[src/rtl/morse_bit_sequencer.sv]
// morse_bit_sequencer: walks the Morse pattern bit index, holding each index for one time unit, then inserts an inter-character gap and pulses done.
//   clk     in   1  system clock, rising edge
//   rst_n   in   1  asynchronous active-low reset
//   start   in   1  transmission request, sampled only while idle
//   length  in   5  number of pattern bits to emit (1..MAX_LEN)
//   sel     out  5  bit index to the pattern mux, PARK_SEL when silent
//   tx_en   out  1  high while sel points at a valid pattern bit
//   busy    out  1  high from accept through the end of the gap
//   done    out  1  one-cycle completion pulse
module morse_bit_sequencer #(
    parameter int          UNIT_CYCLES = 12_500_000,
    parameter int          GAP_UNITS   = 3,
    parameter int          MAX_LEN     = 22,
    parameter logic [4:0]  PARK_SEL    = 5'd22
) (
    input  logic       clk,
    input  logic       rst_n,
    input  logic       start,
    input  logic [4:0] length,
    output logic [4:0] sel,
    output logic       tx_en,
    output logic       busy,
    output logic       done
);
    localparam int CW = $clog2(UNIT_CYCLES + 1);
    localparam int GW = $clog2(GAP_UNITS + 1);
    localparam logic [CW-1:0] UNIT_LAST = CW'(UNIT_CYCLES - 1);
    localparam logic [GW-1:0] GAP_LAST  = GW'(GAP_UNITS - 1);
    localparam logic [4:0]    LEN_MAX   = 5'(MAX_LEN);
    localparam logic [1:0] IDLE = 2'd0;
    localparam logic [1:0] RUN  = 2'd1;
    localparam logic [1:0] GAP  = 2'd2;

    logic [1:0]    r_state;
    logic [CW-1:0] r_cnt;
    logic [GW-1:0] r_gcnt;
    logic [4:0]    r_len;
    logic [4:0]    r_sel;
    logic          r_tx_en;
    logic          r_busy;
    logic          r_done;
    logic          w_unit_end;
    logic          w_accept;

    assign w_unit_end = r_cnt == UNIT_LAST;
    assign w_accept   = start && length != 5'd0 && length <= LEN_MAX;
    assign sel   = r_sel;
    assign tx_en = r_tx_en;
    assign busy  = r_busy;
    assign done  = r_done;

    always_ff @(posedge clk or negedge rst_n) begin
        if (!rst_n) begin
            r_state <= IDLE;
            r_cnt   <= '0;
            r_gcnt  <= '0;
            r_len   <= '0;
            r_sel   <= PARK_SEL;
            r_tx_en <= 1'b0;
            r_busy  <= 1'b0;
            r_done  <= 1'b0;
        end else begin
            r_done <= 1'b0;
            case (r_state)
                RUN: begin
                    r_cnt <= w_unit_end ? '0 : r_cnt + 1'b1;
                    if (w_unit_end && r_sel == r_len - 5'd1) begin
                        r_state <= GAP;
                        r_sel   <= PARK_SEL;
                        r_tx_en <= 1'b0;
                        r_gcnt  <= '0;
                    end else if (w_unit_end) begin
                        r_sel <= r_sel + 5'd1;
                    end
                end
                GAP: begin
                    r_cnt <= w_unit_end ? '0 : r_cnt + 1'b1;
                    if (w_unit_end && r_gcnt == GAP_LAST) begin
                        r_state <= IDLE;
                        r_busy  <= 1'b0;
                        r_done  <= 1'b1;
                    end else if (w_unit_end) begin
                        r_gcnt <= r_gcnt + 1'b1;
                    end
                end
                default: begin
                    if (w_accept) begin
                        r_state <= RUN;
                        r_len   <= length;
                        r_sel   <= 5'd0;
                        r_tx_en <= 1'b1;
                        r_busy  <= 1'b1;
                        r_cnt   <= '0;
                    end
                end
            endcase
        end
    end
endmodule

[config.mk]
export PLATFORM = sky130hd
export DESIGN_NAME = morse_bit_sequencer
export DESIGN_NICKNAME = d
export VERILOG_FILES = /design/src/rtl/morse_bit_sequencer.sv
export SDC_FILE = /design/constraint.sdc
export NUM_CORES = 1
export LEC_CHECK = 0
export ABC_AREA = 1
export CORE_ASPECT_RATIO = 1.25
export CORE_UTILIZATION = 46
export DETAILED_ROUTE_END_ITERATION = 12
export PLACE_DENSITY = 0.62
export SYNTH_ARGS = -nofsm -noshare
export SYNTH_HDL_FRONTEND = slang
export SYNTH_SLANG_ARGS = --single-unit
[constraint.sdc]
create_clock -name clk -period 1.8 [get_ports clk]
set_input_delay 0.36 -clock clk [delete_from_list [all_inputs] [get_ports clk]]
set_output_delay 0.36 -clock clk [all_outputs]
set_load 0.005 [all_outputs]
### Yosys cells after proc, flatten, opt, wreduce, memory -nomap -nowiden

Index checks and enable logic that the tools add are counted.

* logic and storage cells: 65
* bits of input ports: 8
* output and inout bits: 8
* register bits: 41

* eq/ne operators: 10
* mux-type cells: 22
* magnitude comparators: 1
* $add $sub $neg: 4
* reductions and logical operators: 17
* bitwise gates (word level): 3

Operator list (count)
* 2-to-1 mux 24 bit: 3
* adder 24 x 1 -> 24 bit (second input constant): 1
* equality test 24 bit (second input constant): 1
* 2-to-1 mux 5 bit: 3
* 2-to-1 mux 2 bit: 6
* AND reduction 3 bit: 4
* one-hot mux 5 bit (2 select lines): 1
* != test 2 bit (second input constant): 4
* one-hot mux 2 bit (2 select lines): 2
* nonzero test 2 bit: 4
* adder 5 x 1 -> 5 bit (second input constant): 1
* equality test 5 bit: 1
* less-or-equal comparator 5 bit (second input constant): 1
* 2-to-1 mux 1 bit: 5
* nonzero test 5 bit: 1
* subtractor 5 x 1 -> 5 bit (second input constant): 1
* equality test 2 bit (second input constant): 2
* logical AND 1 bit: 4
* one-hot mux 1 bit (2 select lines): 2
* AND reduction 4 bit: 1
* != test 3 bit (second input constant): 1
* inverter 1 bit: 3
* nonzero test 3 bit: 1
* adder 2 x 1 -> 2 bit (second input constant): 1
* 3 further kinds: 3

### Logic depth before layout (Yosys ltp)

* depth in word-level cells: 5
* depth in mapped cells: 14
* depth with buffers taken out: 14

### Worst setup path after synthesis

OpenSTA, ideal clock, no wires.

* path type: register to register
* from: register r_len[0]
* to: register r_state[0]
* path slack: 189 ps
* path buffers: 0
* required time: 1683 ps
* setup time: 117 ps
* data arrival time: 1494 ps
* clock period less this slack: 1611 ps
* stages on the path, launching flop included: 14
* path through: dfrtp_1 > inv_1 > ha_1 > inv_1 > nand2_1 > nand2_1 > nor2_1 > nand3_1 > nor2_1 > nand2_1 > nand2_2 > o21ai_1 > nand2_1 > nand2_1

* word-level cells in the longest chain between the ends: 5

Ends and longest elaborated chain
* start: declaration: line 37 `logic [4:0] r_len;`
* start signal: assignment: line 89 `r_len <= length;`
* subtractor 5 x 1 -> 5 bit: line 67 `if (w_unit_end && r_sel == r_len - 5'd1) begin`
* equality test 5 bit: line 67
* logical AND 1 bit: line 67
* != test 2 bit (no line)
* AND reduction 3 bit (no line)
* end signal: assignment: line 68 `r_state <= GAP;`
* end signal: assignment: line 79 `r_state <= IDLE;`
* end signal: assignment: line 88 `r_state <= RUN;`
* end: declaration: line 34 `logic [1:0] r_state;`

No other way between the ends.
A chain may end at the register's enable or synchronous reset.

### Worst setup path after layout

* from: register r_sel[2], in the netlist sel[2]
* to: output port sel[2]

RTL lines
* start: declaration: line 38 `logic [4:0] r_sel;`
* start signal: assignment: line 73 `r_sel <= r_sel + 5'd1;`
* end: declaration: line 20 `output logic [4:0] sel,`

No word-level cell between the ends.

==> results_dict.tcl <==
set metrics [dict create \
    relSlewSlack 0.668 \
    r2r_start "r_cnt[1]" \
    arrival_ps 1350 \
    first_pass_iters 8 \
    coreArea_um2 5560 \
    drive_gt1_frac 0.176 \
    ir_worst_vdd_v 0.000519 \
    crit_type "flop to output port" \
    synthAdderAreaFrac 0.0277 \
    drt_iter0_drc 91 \
    yosys.area_share.xor_xnor 0.0227 \
    synth_edf_count 0 \
    start_util 0.487 \
    yosys_warnings 0 \
    routed_wl_um 6970 \
    leakage_nw 1.51 \
    synth.mux.area_fraction 0 \
    final_area_um2 3290 \
    cp.buffers_inverters 1 \
    synth_area_leaders "dfrtp_1, nand2_1, inv_1" \
    async_flop_share 1.00 \
    track_usage 0.244 \
    synth_top_family_by_area "simple AND/OR/NAND/NOR gates" \
    fin_crit_sh 0.948 \
    max_freq_mhz 586 \
    insertion_delay_ps 300 \
    status "complete, but fails checks" \
    slowest_delay_ps 550 \
    synth_seq_cells 41 \
    die-height_um 87.8 \
    rows 30 \
    required_ps 1440 \
    area_growth_pct 21.5 \
    grt_pass1_wl_um 11700 \
    antenna_left 0 \
    cts_tree "built" \
    synth_top_area_frac 0.351 \
    place_area_um2 3060 \
    critPathTopFamily "flip-flops" \
    worst_pin_slew_ps 498 \
    fill_cells 537 \
    cpMaxStageDelayCell "dfstp_2" \
    die-area_um2 6200 \
    final_hold_viol_count 0 \
    endpoint_kind "output port" \
    power-per-cell-area_nw_per_um2 593 \
    syn_inst 388 \
    reg2reg_to "r_cnt[22]" \
    synth_compound_area_frac 0.119 \
    hold_class "input pin to asynchronous set/reset pin" \
    yosys.cell_types.count 28 \
    numCtsBuffers 5 \
    max_cap_violations 0 \
    yosysTopAreaCell "dfrtp_1" \
    crit_path_cell_trace "clkdlybuf4s50_1" \
    pre_cts_slack_ps -62.7 \
    synth-simple-area-share 0.363 \
    gp_congestion 0.869 \
    drv_slew 0 \
    cts_root_buf "clkbuf_8" \
    rrSetupSlack_ps 150 \
    fin_ws_ps 93.0 \
    ff2ff_path_depth 11 \
    n_antenna_cell 0 \
    grt_pass1_vias 2648 \
    clock_path_buffers 2 \
    port_buffers 15 \
    htree_num_levels 2 \
    route.detailed.drc 2 \
    wl_per_cell_um 14.1 \
    vias_per_cell 5.29 \
    synth_nets 402 \
    hpwl_um 5310 \
    ys.flop_type "dfrtp_1" \
    setup_viol 0 \
    grt_max_degree 23 \
    power_mw 1.95 \
    avgSynthCellArea_um2 6.98 \
    chipWidth_um 70.6 \
    violations "design-rule violations" \
    cp-start-kind "flop" \
    cts.sinks 41 \
    clkTransAtPathRegs_ps 90 \
    fin_crit_ps 1710 \
    ioPinCount 16 \
    yosysSeqAreaShare 0.380 \
    antenna_found_initial 0 \
    path_max_fanout 2 \
    holdBufCountCts 0 \
    netlist_area_um2 2710 \
    gr-total-overflow 0 \
    vias 2620 \
    clock_skew_ps 10.9 \
    nets 444 \
]
logic make-up (layout without fill, tap and decap cells):
group / count (synthesis) / count (layout)
AOI/OAI and AO/OA: 59 / 59
xor gates and xnor gates: 7 / 7
adders and majority gates: 6 / 6
buffers and inverters: 58 / 101
DFF: 41 / 41
and+or+nand+nor: 217 / 217
synthesized netlist by cell type (6+ instances only):
| cell type | number |
|---|---|
| nand2_1 | 105 |
| inv_1 | 50 |
| nor2_1 | 46 |
| dfrtp_1 | 38 |
| nand3_1 | 30 |
| o21ai_0 | 24 |
| o21ai_1 | 13 |
| a21oi_1 | 11 |
| nand4_1 | 10 |
| ha_1 | 6 |
| nor2_2 | 6 |
| xor2_1 | 6 |
per-layer routing:
| layer | share of wire | GRT usage |
|---|---|---|
| met1 | 0.42 | 0.260 |
| met2 | 0.54 | 0.477 |
| met3 | 0.023 | 0.0345 |
| met4 | 0.020 | 0.115 |
| met5 | 0 | 0 |
registers in the layout, summed over array words and instances, names as in the netlist:
register,count
busy,1
done,1
r_cnt,24
r_gcnt,2
r_len,5
r_state,2
sel,5
tx_en,1
metrics by stage:
step                      cells  TNS [ps]  hold WS, ps   util
after detailed placement    482      -374          352  0.551
final                       495         0         17.7  0.592
after floorplan             388         0         64.4      -
after global routing        495     -7.85         47.9  0.592
after CTS                   491         0         30.3  0.576
after global placement      482      -234          354  0.551
power breakdown:
part / leakage (nW) / switching [mW] / internal [mW] / total, mW
registers: 0.525 / 0.00754 / 0.929 / 0.937
logic: 0.913 / 0.0713 / 0.0518 / 0.123
clock network: 0.0681 / 0.340 / 0.551 / 0.891
cells in the final DEF, fill, tap and decap left out, drive strengths merged:
| cell type | n |
|---|---|
| nand2 | 113 |
| nor2 | 56 |
| inv | 53 |
| o21ai | 42 |
| dfrtp | 38 |
| nand3 | 32 |
| buf | 26 |
| clkdlybuf4s50 | 13 |
| a21oi | 11 |
| nand4 | 10 |
| xor2 | 6 |
| ha | 6 |
| o22ai | 5 |
| clkbuf | 5 |
| nor3 | 4 |
| dfstp | 3 |
| nand3b | 2 |
| bufinv | 2 |
| a22oi | 1 |
| xnor2 | 1 |
| clkinv | 1 |
| dlygate4sd2 | 1 |
how the worst max path moves through the flow:
stage | end | from | slack, ps | cells past startpoint
after floorplan | r_state[0] | r_len[0] | 190 | 13
after global placement | sel[3] | length[0] | -60 | 11
after detailed placement | sel[3] | length[0] | -60 | 11
after CTS | r_state[1] | r_len[1] | 30 | 13
after global routing | tx_en | r_len[0] | -4 | 13
final | sel[2] | sel[2] | 90 | 1
final cells by class:
class                      count  area, um2  area share
multi-input combinational    289       1500       0.456
sequential                    41       1030       0.313
timing repair buffer          40        344       0.105
inverter                      53        201      0.0612
tap                           64       80.1      0.0243
clock buffer                   5       68.8      0.0209
clock inverter                 3       65.1      0.0198
what timing repair did:
item | CTS | global route
setup endpoints to repair | 2 | 9
setup buffers | 1 | 4
pin swaps | 0 | 6
gates resized for setup | 1 | 16
hold endpoints to repair | 0 | 0
cloned | 0 | 0
Power figures use the tool's default switching activity.
